<file path="src/rtl/nic_pkg.sv">
// Shared constants for the processor-side register map and ring-side packet fields.
// Status bits use processor numbering; the VC bit uses network numbering.
package nic_pkg;

    localparam int DATA_W = 64;

    localparam logic [1:0] RECV_DATA = 2'd0;
    localparam logic [1:0] RECV_STAT = 2'd1;
    localparam logic [1:0] SEND_DATA = 2'd2;
    localparam logic [1:0] SEND_STAT = 2'd3;

    localparam int STAT_BIT = 63;
    localparam int VC_BIT   = 63;

endpackage

</file>
<file path="src/rtl/fifo_nic_if.sv">
// Processor register port and ring handshake of one NIC, bundled as an interface.
// Processor buses are [0:63]; ring buses are [63:0].
interface fifo_nic_if;

    logic [0:1]  addr;
    logic [0:63] d_in;
    logic [0:63] d_out;
    logic        nicEn;
    logic        nicEnWr;

    logic        net_si;
    logic        net_ro;
    logic [63:0] net_di;
    logic        net_so;
    logic        net_ri;
    logic [63:0] net_do;
    logic        net_polarity;

    modport master (
        output addr, d_in, nicEn, nicEnWr,
        output net_si, net_di, net_ri, net_polarity,
        input  d_out, net_ro, net_so, net_do
    );

    modport slave (
        input  addr, d_in, nicEn, nicEnWr,
        input  net_si, net_di, net_ri, net_polarity,
        output d_out, net_ro, net_so, net_do
    );

endinterface

</file>
<file path="src/rtl/nic_sync_fifo.sv">
// Single-clock FIFO with a registered occupancy count that alone defines full/empty.
// Push while full and pop while empty are ignored.
module nic_sync_fifo #(
    parameter int DEPTH = 4,
    parameter int WIDTH = 64,
    parameter int PTR_W = $clog2(DEPTH)
) (
    input  logic             clk,
    input  logic             reset,
    input  logic             push_i,
    input  logic             pop_i,
    input  logic [WIDTH-1:0] din_i,
    output logic [WIDTH-1:0] dout_o,
    output logic             full_o,
    output logic             empty_o,
    output logic [PTR_W:0]   count_o
);

    localparam logic [PTR_W:0]   FULL_CNT = (PTR_W + 1)'(DEPTH);
    localparam logic [PTR_W:0]   CNT_ONE  = (PTR_W + 1)'(1);
    localparam logic [PTR_W-1:0] PTR_ONE  = PTR_W'(1);

    logic [WIDTH-1:0] mem_q [DEPTH];
    logic [PTR_W-1:0] wr_ptr_q, wr_ptr_d;
    logic [PTR_W-1:0] rd_ptr_q, rd_ptr_d;
    logic [PTR_W:0]   count_q, count_d;
    logic             do_push, do_pop;

    assign full_o  = (count_q == FULL_CNT);
    assign empty_o = (count_q == '0);
    assign count_o = count_q;
    assign dout_o  = mem_q[rd_ptr_q];

    assign do_push = push_i & ~full_o;
    assign do_pop  = pop_i & ~empty_o;

    always_comb begin
        wr_ptr_d = wr_ptr_q;
        rd_ptr_d = rd_ptr_q;
        count_d  = count_q;
        if (do_push) wr_ptr_d = wr_ptr_q + PTR_ONE;
        if (do_pop)  rd_ptr_d = rd_ptr_q + PTR_ONE;
        if (do_push && !do_pop)      count_d = count_q + CNT_ONE;
        else if (do_pop && !do_push) count_d = count_q - CNT_ONE;
    end

    always_ff @(posedge clk or negedge reset) begin
        if (!reset) begin
            wr_ptr_q <= '0;
            rd_ptr_q <= '0;
            count_q  <= '0;
        end else begin
            wr_ptr_q <= wr_ptr_d;
            rd_ptr_q <= rd_ptr_d;
            count_q  <= count_d;
        end
    end

    // Storage needs no reset: an empty count makes stale entries unreachable.
    always_ff @(posedge clk) begin
        if (do_push) mem_q[wr_ptr_q] <= din_i;
    end

endmodule

</file>
<file path="src/rtl/fifo_nic.sv">
// NIC between a processor register port and a ring stop, with send and receive FIFOs.
// Holds register decode, the registered read-data port and VC polarity gating.
module fifo_nic
    import nic_pkg::*;
#(
    parameter int DEPTH = 4,
    parameter int PTR_W = $clog2(DEPTH)
) (
    input logic       clk,
    input logic       reset,
    fifo_nic_if.slave nic
);

    logic [DATA_W-1:0] recv_head, send_head;
    logic              recv_full, recv_empty;
    logic              send_full, send_empty;
    logic [PTR_W:0]    recv_count, send_count;
    logic              recv_push, recv_pop;
    logic              send_push, send_pop;
    logic              rd_en, wr_en;
    logic [0:DATA_W-1] d_out_q, d_out_d;
    logic              unused_cnt;

    assign rd_en = nic.nicEn & ~nic.nicEnWr;
    assign wr_en = nic.nicEn & nic.nicEnWr;

    assign recv_push = nic.net_si & ~recv_full;
    assign recv_pop  = rd_en & (nic.addr == RECV_DATA) & ~recv_empty;
    assign send_push = wr_en & (nic.addr == SEND_DATA) & ~send_full;
    // A head on the ring's current VC phase blocks everything behind it.
    assign send_pop  = ~send_empty & nic.net_ri & (send_head[VC_BIT] != nic.net_polarity);

    assign nic.net_ro = ~recv_full;
    assign nic.net_so = send_pop;
    assign nic.net_do = send_head;
    assign nic.d_out  = d_out_q;

    assign unused_cnt = ^{recv_count, send_count};

    nic_sync_fifo #(.DEPTH(DEPTH), .WIDTH(DATA_W), .PTR_W(PTR_W)) u_recv_fifo (
        .clk     (clk),
        .reset   (reset),
        .push_i  (recv_push),
        .pop_i   (recv_pop),
        .din_i   (nic.net_di),
        .dout_o  (recv_head),
        .full_o  (recv_full),
        .empty_o (recv_empty),
        .count_o (recv_count)
    );

    nic_sync_fifo #(.DEPTH(DEPTH), .WIDTH(DATA_W), .PTR_W(PTR_W)) u_send_fifo (
        .clk     (clk),
        .reset   (reset),
        .push_i  (send_push),
        .pop_i   (send_pop),
        .din_i   (nic.d_in),
        .dout_o  (send_head),
        .full_o  (send_full),
        .empty_o (send_empty),
        .count_o (send_count)
    );

    // Vector assignment between [63:0] and [0:63] gives the d[i] <-> net[63-i] mapping.
    always_comb begin
        d_out_d = d_out_q;
        if (rd_en) begin
            d_out_d = '0;
            unique case (nic.addr)
                RECV_DATA: if (!recv_empty) d_out_d = recv_head;
                RECV_STAT: d_out_d[STAT_BIT] = ~recv_empty;
                SEND_STAT: d_out_d[STAT_BIT] = send_full;
                default:   d_out_d = '0;
            endcase
        end
    end

    always_ff @(posedge clk or negedge reset) begin
        if (!reset) d_out_q <= '0;
        else        d_out_q <= d_out_d;
    end

endmodule

</file>
<file path="src/flat_wrapper.sv">
// flat-port wrapper written by rule: the top's interface ports become plain ports
module fifo_nic_flat import nic_pkg::*;
#(
    parameter int DEPTH = 4,
    parameter int PTR_W = $clog2(DEPTH)
)
  (clk, reset, nic_addr, nic_d_in, nic_nicEn, nic_nicEnWr, nic_net_si, nic_net_di, nic_net_ri, nic_net_polarity, nic_d_out, nic_net_ro, nic_net_so, nic_net_do);
  fifo_nic_if nic_i ();
  input logic clk;
  input logic reset;
  input wire logic [$bits(nic_i.addr)-1:0] nic_addr;
  input wire logic [$bits(nic_i.d_in)-1:0] nic_d_in;
  input wire logic [$bits(nic_i.nicEn)-1:0] nic_nicEn;
  input wire logic [$bits(nic_i.nicEnWr)-1:0] nic_nicEnWr;
  input wire logic [$bits(nic_i.net_si)-1:0] nic_net_si;
  input wire logic [$bits(nic_i.net_di)-1:0] nic_net_di;
  input wire logic [$bits(nic_i.net_ri)-1:0] nic_net_ri;
  input wire logic [$bits(nic_i.net_polarity)-1:0] nic_net_polarity;
  output wire logic [$bits(nic_i.d_out)-1:0] nic_d_out;
  output wire logic [$bits(nic_i.net_ro)-1:0] nic_net_ro;
  output wire logic [$bits(nic_i.net_so)-1:0] nic_net_so;
  output wire logic [$bits(nic_i.net_do)-1:0] nic_net_do;
  assign nic_i.addr = nic_addr;
  assign nic_i.d_in = nic_d_in;
  assign nic_i.nicEn = nic_nicEn;
  assign nic_i.nicEnWr = nic_nicEnWr;
  assign nic_i.net_si = nic_net_si;
  assign nic_i.net_di = nic_net_di;
  assign nic_i.net_ri = nic_net_ri;
  assign nic_i.net_polarity = nic_net_polarity;
  assign nic_d_out = nic_i.d_out;
  assign nic_net_ro = nic_i.net_ro;
  assign nic_net_so = nic_i.net_so;
  assign nic_net_do = nic_i.net_do;
  fifo_nic #(.DEPTH(DEPTH), .PTR_W(PTR_W)) u_core (.clk(clk), .reset(reset), .nic(nic_i));
endmodule
</file>
<file path="config.mk">
export PLATFORM = sky130hd
export DESIGN_NAME = fifo_nic_flat
export DESIGN_NICKNAME = d
export VERILOG_FILES = /design/src/rtl/nic_pkg.sv /design/src/rtl/fifo_nic_if.sv /design/src/rtl/nic_sync_fifo.sv /design/src/rtl/fifo_nic.sv /design/src/flat_wrapper.sv
export SDC_FILE = /design/constraint.sdc
export NUM_CORES = 1
export LEC_CHECK = 0
export BUFFER_PORTS_ARGS = -buffer_cell sky130_fd_sc_hd__clkbuf_2
export CORE_UTILIZATION = 60
export CTS_CLUSTER_DIAMETER = 150
export DETAILED_ROUTE_END_ITERATION = 8
export PLACE_DENSITY_LB_ADDON = 0.25
export SLEW_MARGIN = 25
export SYNTH_ARGS = -nofsm -noshare
export SYNTH_HDL_FRONTEND = slang
export SYNTH_SLANG_ARGS = --single-unit
export TNS_END_PERCENT = 100
</file>
<file path="constraint.sdc">
create_clock -name clk -period 5.2 [get_ports clk]
set_clock_uncertainty 0.2 [all_clocks]
set_input_delay 1.04 -clock clk [delete_from_list [all_inputs] [get_ports clk]]
set_output_delay 1.04 -clock clk [all_outputs]
set_load 0.03 [all_outputs]
</file>
Yosys cells after proc, flatten, opt, wreduce, memory -nomap -nowiden
Memory sizes are Yosys's and may differ from the RTL's.
Index checks and enable logic that the tools add are counted.
{ "classes": {"eq_ne": 6, "add_sub_neg": 8, "reduce_logical": 13, "bitwise": 18, "n_mux": 11} }
{ "op_table": {"columns": ["operator", "count"], "rows": [
  ["2-to-1 mux 64 bit", 1],
  ["2-to-1 mux 63 bit", 1],
  ["bitwise AND 1 bit", 13],
  ["2-to-1 mux 3 bit", 4],
  ["adder 2 x 1 -> 2 bit (second input constant)", 4],
  ["adder 3 x 1 -> 3 bit (second input constant)", 2],
  ["== test 3 bit (second input constant)", 2],
  ["logical NOT 3 bit", 2],
  ["subtractor 3 x 1 -> 3 bit (second input constant)", 2],
  ["inverter 1 bit", 5],
  ["== test 2 bit (second input constant)", 2],
  ["logical AND 1 bit", 4],
  ["logical NOT 1 bit", 4],
  ["2-to-1 mux 1 bit", 4],
  ["nonzero test 2 bit", 2],
  ["one-hot mux 1 bit (3 select lines)", 1],
  ["== test 2 x 1 -> 1 bit (second input constant)", 1],
  ["logical NOT 2 bit", 1],
  ["!= test 1 bit", 1]
]} }
{ "word_totals": {"word_cells": 65, "mem_bits_rw": 512, "reg_bits": 78, "inputBits": 137, "memories": 2, "output_inout_bits": 130} }
{ "memory_table": {"columns": ["name", "depth", "width", "read_ports", "rd_ports_with_merged_regs", "write_ports", "line_no", "text"], "rows": [
  ["u_core.u_recv_fifo.mem_q", 4, 64, 1, 0, 1, "nic_sync_fifo.sv:23", "logic [WIDTH-1:0] mem_q [DEPTH];"],
  ["u_core.u_send_fifo.mem_q", 4, 64, 1, 0, 1, "nic_sync_fifo.sv:23", null]
]} }

Depth between registers and ports, before layout
{ "depth": {"ltp_word": 8, "depth_mapped": 10, "mapped_depth_nobuf": 10} }

By module
A second synthesis with hierarchy kept.
{ "unflattened": {"cells_unflattened": 894, "area_unflattened_um2": 21658.3} }
{ "by_module_without_submodules": {"columns": ["module", "instances", "cells_each", "seq_area_each_um2", "area_per_inst_um2"], "rows": [
  ["nic_sync_fifo", 2, 370, 7862.5, 9649.3],
  ["fifo_nic", 1, 154, 1601.5, 2359.8]
]} }

Worst setup path after synthesis
No wires, ideal clock.
{ "synth_path": {"path_type": "input to register", "start": "in nic_addr[1]", "end": "mem u_core.u_send_fifo.mem_q[0][0] (enable)", "path_buffers": 0, "arrival_ns": 3.013, "slack_ns": 1.558, "setup_ns": 0.429, "cell_stages": 3, "required_time_ns": 4.571, "path_cell_list": "o31ai_1 nor3_2 and2_1"} }
{ "synth_via": {"elab_chain_len": 6} }
{ "synth_lines": {"columns": ["element", "line_no", "text"], "rows": [
  ["from (decl)", "flat_wrapper.sv:11", "input wire logic [$bits(nic_i.addr)-1:0] nic_addr;"],
  ["== test 2 bit", "fifo_nic.sv:29", "assign send_push = wr_en & (nic.addr == SEND_DATA) & ~send_full;"],
  ["bitwise AND 1 bit (2 in series)", "fifo_nic.sv:29", null],
  ["bitwise AND 1 bit", "nic_sync_fifo.sv:34", "assign do_push = push_i & ~full_o;"],
  ["net u_core.u_send_fifo.do_push", "nic_sync_fifo.sv:27", "logic do_push, do_pop;"],
  ["2-to-1 mux 1 bit", "nic_sync_fifo.sv:61", "if (do_push) mem_q[wr_ptr_q] <= din_i;"],
  ["2-to-1 mux 1 bit (not written as such)", "nic_sync_fifo.sv:61", null],
  ["to (decl)", "nic_sync_fifo.sv:23", null]
]} }
The timed path passes the listed nets, and every way through them passes these cells.

Worst setup path after layout
{ "layout_path": {"start": "reg u_core.u_send_fifo.rd_ptr_q[0]", "end": "out nic_net_do[33]"} }
{ "layout_via": {"elab_chain_len": 1} }
{ "layout_lines": {"columns": ["element", "line_no", "text"], "rows": [
  ["from (decl)", "nic_sync_fifo.sv:25", "logic [PTR_W-1:0] rd_ptr_q, rd_ptr_d;"],
  ["from (signal assigned)", "nic_sync_fifo.sv:54", "rd_ptr_q <= rd_ptr_d;"],
  ["memory read (4 x 64 bit)", null, null],
  ["to (decl)", "flat_wrapper.sv:22", "output wire logic [$bits(nic_i.net_do)-1:0] nic_net_do;"]
]} }
No other way between the ends.

==> results.md <==
Place:
- Routability-driven placement finished with a final weighted congestion of 0.746.
- In this run the tool buffered the top-level ports with 266 buffer cells.
- Detailed placement ended at an HPWL of ~22000 um.
- The setup slack at placement is around 1700 ps.

Synth:
- The number of warnings reported in the yosys synthesis log is 0.
- The share of the Yosys chip area taken by registers is 0.803.
- The dominant cell type by area after synthesis is sky130_fd_sc_hd__edfxtp_1.
- Of the post-synthesis cell area, the dominant cell type holds 0.712.
- The synthesized design contains 590 register bits.
- In this run, synthesis inferred ~510 flip-flops with an integrated enable.
- Sorting the synthesized cells by how often they occur yields sky130_fd_sc_hd__edfxtp_1, sky130_fd_sc_hd__mux4_2, sky130_fd_sc_hd__dfrtp_1, sky130_fd_sc_hd__a22o_1, sky130_fd_sc_hd__buf_2.
- A synthesized cell averages ~24 um2.
- The primary flip-flop cell chosen by synthesis mapping is sky130_fd_sc_hd__edfxtp_1.
- The fraction of registers with async set or reset after synthesis is 0.132.
- The most common cell in the synthesized netlist is sky130_fd_sc_hd__edfxtp_1.
- The number of nets in the synthesized netlist is 1048.
- By area the synthesized netlist is led by sky130_fd_sc_hd__edfxtp_1, sky130_fd_sc_hd__mux4_2, sky130_fd_sc_hd__dfrtp_1, sky130_fd_sc_hd__a22o_1, sky130_fd_sc_hd__ha_1.
- Synthesis produced 899 cells.
- The number of distinct library cell variants in the gate-level netlist after synthesis is 32.
- The post-synthesis instance area is between 20000 and 25000 um2.

Floorplan:
- The effective utilization at floorplan is 0.608.
- From bottom edge to top edge, the die measures around 190 um.
- The floorplan die area is 36700 um2.
- The horizontal extent of the die is between 150 and 200 um.
- The count of boundary I/O pins is between 200 and 300.
- The floorplan has a little under 70 rows.
- The placeable core area is approximately 35000 um2.

Global routing:
- The via count of the first global-routing pass came to between 10k and 15k.
- met2 is the most crowded layer.
- In the global route stage, met2 resource usage came out at 0.362.
- The pin count of the biggest net entering global routing is 66.
- For this run, global-route usage on met3 was measured as 0.0660.
- Summed over all layers, the global routing overflow is 0.
- For this run, the total global-route usage over all layers was measured as 0.221.
- The first-pass GRT wire length is about 60000 um.
- The met1 track utilization from global routing is 0.286.
- The initial antenna violation count came to 6.

Timing:
- Derived from the worst setup path, the maximum achievable clock frequency is 0.250 GHz.
- Setup repair after global routing left no endpoint under its margin.
- The number of endpoints failing setup at the final stage is 0.
- The final period utilization is 0.768.
- The setup slack after layout is about 1200 ps.
- The remaining max-slew budget at the tightest pin is 0.308.
- At the pin with the least slew margin, the transition time is a little over 1000 ps.
- For the final routed database, the setup TNS stands at 0 ps.
- The final period demand of the worst path is roughly 4000 ps.
- The number of max-slew violations in the final report was 0.
- The worst hold slack is ~280 ps.
- The hold violation total from the final report was 0.

CTS:
- The clock sink count is 590.
- At the later pin of the worst-skew pair, clock insertion delay measures approximately 600 ps.
- The H-tree generated during clock tree synthesis spans 2 levels.
- No sink is reached through more buffers than the 3 on the longest clock path.
- The CTS clock-pin slew for the worst setup and hold paths is 60 ps.
- The tree is rooted in a sky130_fd_sc_hd__clkbuf_16.
- Once the clock tree was built, the resizer swapped 0 gates to a different size.
- The number of clock buffers added by TritonCTS is 56.
- In this run the post-CTS setup repair buffer count came out at 0.
- TritonCTS built the clock tree.
- In this run, post-CTS hold repair placed 0 buffers.

Drt:
- For this block, the via count after detailed routing is around 9.9k.
- Summed over all layers, the routed wires come to 39600 um.
- The first TritonRoute pass finished after 4 iterations.
- Using the TritonRoute via totals, the vias-per-cell ratio works out to a little under 6.
- The final routed wire length divided by cell count is between 20 and 25 um.
- After detailed routing, the number of remaining DRC violations is 0.
- In this run, the number of DRC markers left after iteration 0 of detailed routing was a little under 500.
- The final antenna-violating net count is 0.

Power:
- In this run the power spent charging and discharging nets is approximately 4.0 mW.
- In this run the power density over the cells is about 540 nW/um2.
- The switching part of the total power is 0.295.
- The worst-case IR drop observed on VDD is 0.383 mV.
- For this design the static power due to leakage is around 9 nW.
- The clock group share of total power is 0.294.
- Of the total power, combinational logic draws 0.246.
- The sequential share of power is 0.460.
- The internal portion of the total power is ~9.6 mW.

Worst setup path:
- For the worst setup path, the data required time is 3960 ps.
- In this design, the stage delay of the slowest critical-path cell is 1000 ps.
- The minimum setup slack among reg-to-reg paths is a little under 2000 ps.
- The endpoint identified for the worst register-to-register timing path is u_core.u_send_fifo.count_o[1].
- The critical path arrival is ~2800 ps.
- The signal on the critical path passes through buf_4, mux4_2, clkbuf_2.
- The worst setup path is of the flop to output pin kind.
- The origin of the critical flop-to-flop path is u_core.u_send_fifo.rd_ptr_q[0].
- The kind of start point of the critical path is a flop.
- The master of the slowest instance on the critical path is sky130_fd_sc_hd__dfrtp_4.
- The start point of the critical path is u_core.u_send_fifo.rd_ptr_q[0].
- The maximum fanout encountered on the critical timing path is 48.
- The worst register-to-register path has a depth of 8.
- The nature of the critical path endpoint is an output pin.
- In this run the worst setup path terminates at nic_net_do[33].

Cells and area:
- The number of nets in the layout is between 1k and 1.5k.
- Of the cells placed in the final design, the portion with a size suffix greater than 1 is 0.410.
- The post-synthesis to final-layout area growth is 17.0%.

Worst hold path:
- The class of the tightest hold or removal check is flop to flop.

Run status:
- The run finished with clean final reports.

Flow run:
- Across the run, the number of max-cap violations was 0.
==> metrics by stage <==
step / utilization / cell area [um2] / total power [mW] / cells
after detailed placement: 0.658 / 23400 / 9.75 / 1593
after floorplan: - / 21600 / 8.86 / 899
after global routing: 0.711 / 25200 / 14.2 / 1700
after global placement: 0.658 / 23400 / 9.66 / 1593
after CTS: 0.710 / 25200 / 13.8 / 1698
final: 0.711 / 25200 / 13.6 / 1704
==> registers in the layout, summed over array words and instances (netlist names) <==
name                         flops
u_core.u_send_fifo.rd_ptr_q      2
u_core.u_recv_fifo.wr_ptr_q      2
u_core.u_recv_fifo.count_o       3
u_core.u_recv_fifo.rd_ptr_q      2
u_core.u_send_fifo.count_o       3
u_core.u_recv_fifo.mem_q       256
u_core.u_send_fifo.mem_q       256
u_core.u_send_fifo.wr_ptr_q      2
u_core.nic.d_out                64
==> worst max-delay path: cells and delay by family (launching register included) <==
family / cells / cell delay (ps)
flops: 1 / 1000
buf+inv: 2 / 580
mux: 1 / 540
==> placed cells by master, fill, tap and decap left out, drive strengths merged, types with 2 or more instances in the layout <==
cell type and count:
edfxtp 512, clkbuf 343, mux4 126, dfrtp 78
a22o 63, clkinv 20, buf 13, inv 11
ha 10, xnor2 7, xor2 7, nand2 5
mux2 5, bufinv 5, and2 5, diode 4
mux2i 4, nor2 4, and3 4, nor3 4
o31ai 3, fa 2
==> power by group through the flow <==
stage	Combinational [mW]	Sequential [mW]	Clock [mW]
2_1_floorplan	2.57	6.30	0
3_3_place_gp	3.32	6.34	0
3_5_place_dp	3.38	6.37	0
4_1_cts	3.40	6.28	4.07
5_1_grt	3.60	6.34	4.26
6_report	3.35	6.26	4.00
==> kinds of logic after synthesis <==
group	Yosys count	share of synthesized area
adder cells (fa/ha/maj)	12	0.00765
multiplexers	135	0.136
XOR/XNOR	14	0.00568
flip-flops	590	0.803
AO/OA/AOI/OAI	70	0.0278
AND/OR/NAND/NOR	25	0.00649
buffers and inverters	53	0.0136
==> layer usage <==
layer / routed length (um) / up-vias
li1: - / 4393
met1: 15400 / 5126
met2: 19700 / 330
met3: 3420 / 76
met4: 1010 / 8
met5: 40 / -
==> final cells by class <==
class / instances / area, um2
Timing Repair Buffer: 278 / 1450
Fill cell: 2114 / 10200
Inverter: 10 / 37.5
Sequential cell: 590 / 17300
Multi-Input combinational cell: 256 / 4000
Antenna cell: 4 / 10.0
Tap cell: 461 / 577
Clock inverter: 27 / 267
Clock buffer: 78 / 1560
==> how the worst min path moves through the flow <==
stage          depth (start not counted)                          start  slack [ps]                       endpoint
2_1_floorplan                          1  u_core.u_recv_fifo.count_o[2]         260  u_core.u_recv_fifo.count_o[2]
3_3_place_gp                           2           u_core.nic.d_out[63]         250           u_core.nic.d_out[63]
3_5_place_dp                           2           u_core.nic.d_out[63]         270           u_core.nic.d_out[63]
4_1_cts                                2           u_core.nic.d_out[63]         280           u_core.nic.d_out[63]
5_1_grt                                2           u_core.nic.d_out[63]         310           u_core.nic.d_out[63]
6_report                               2           u_core.nic.d_out[63]         280           u_core.nic.d_out[63]
(Power assumes the default switching activity.)
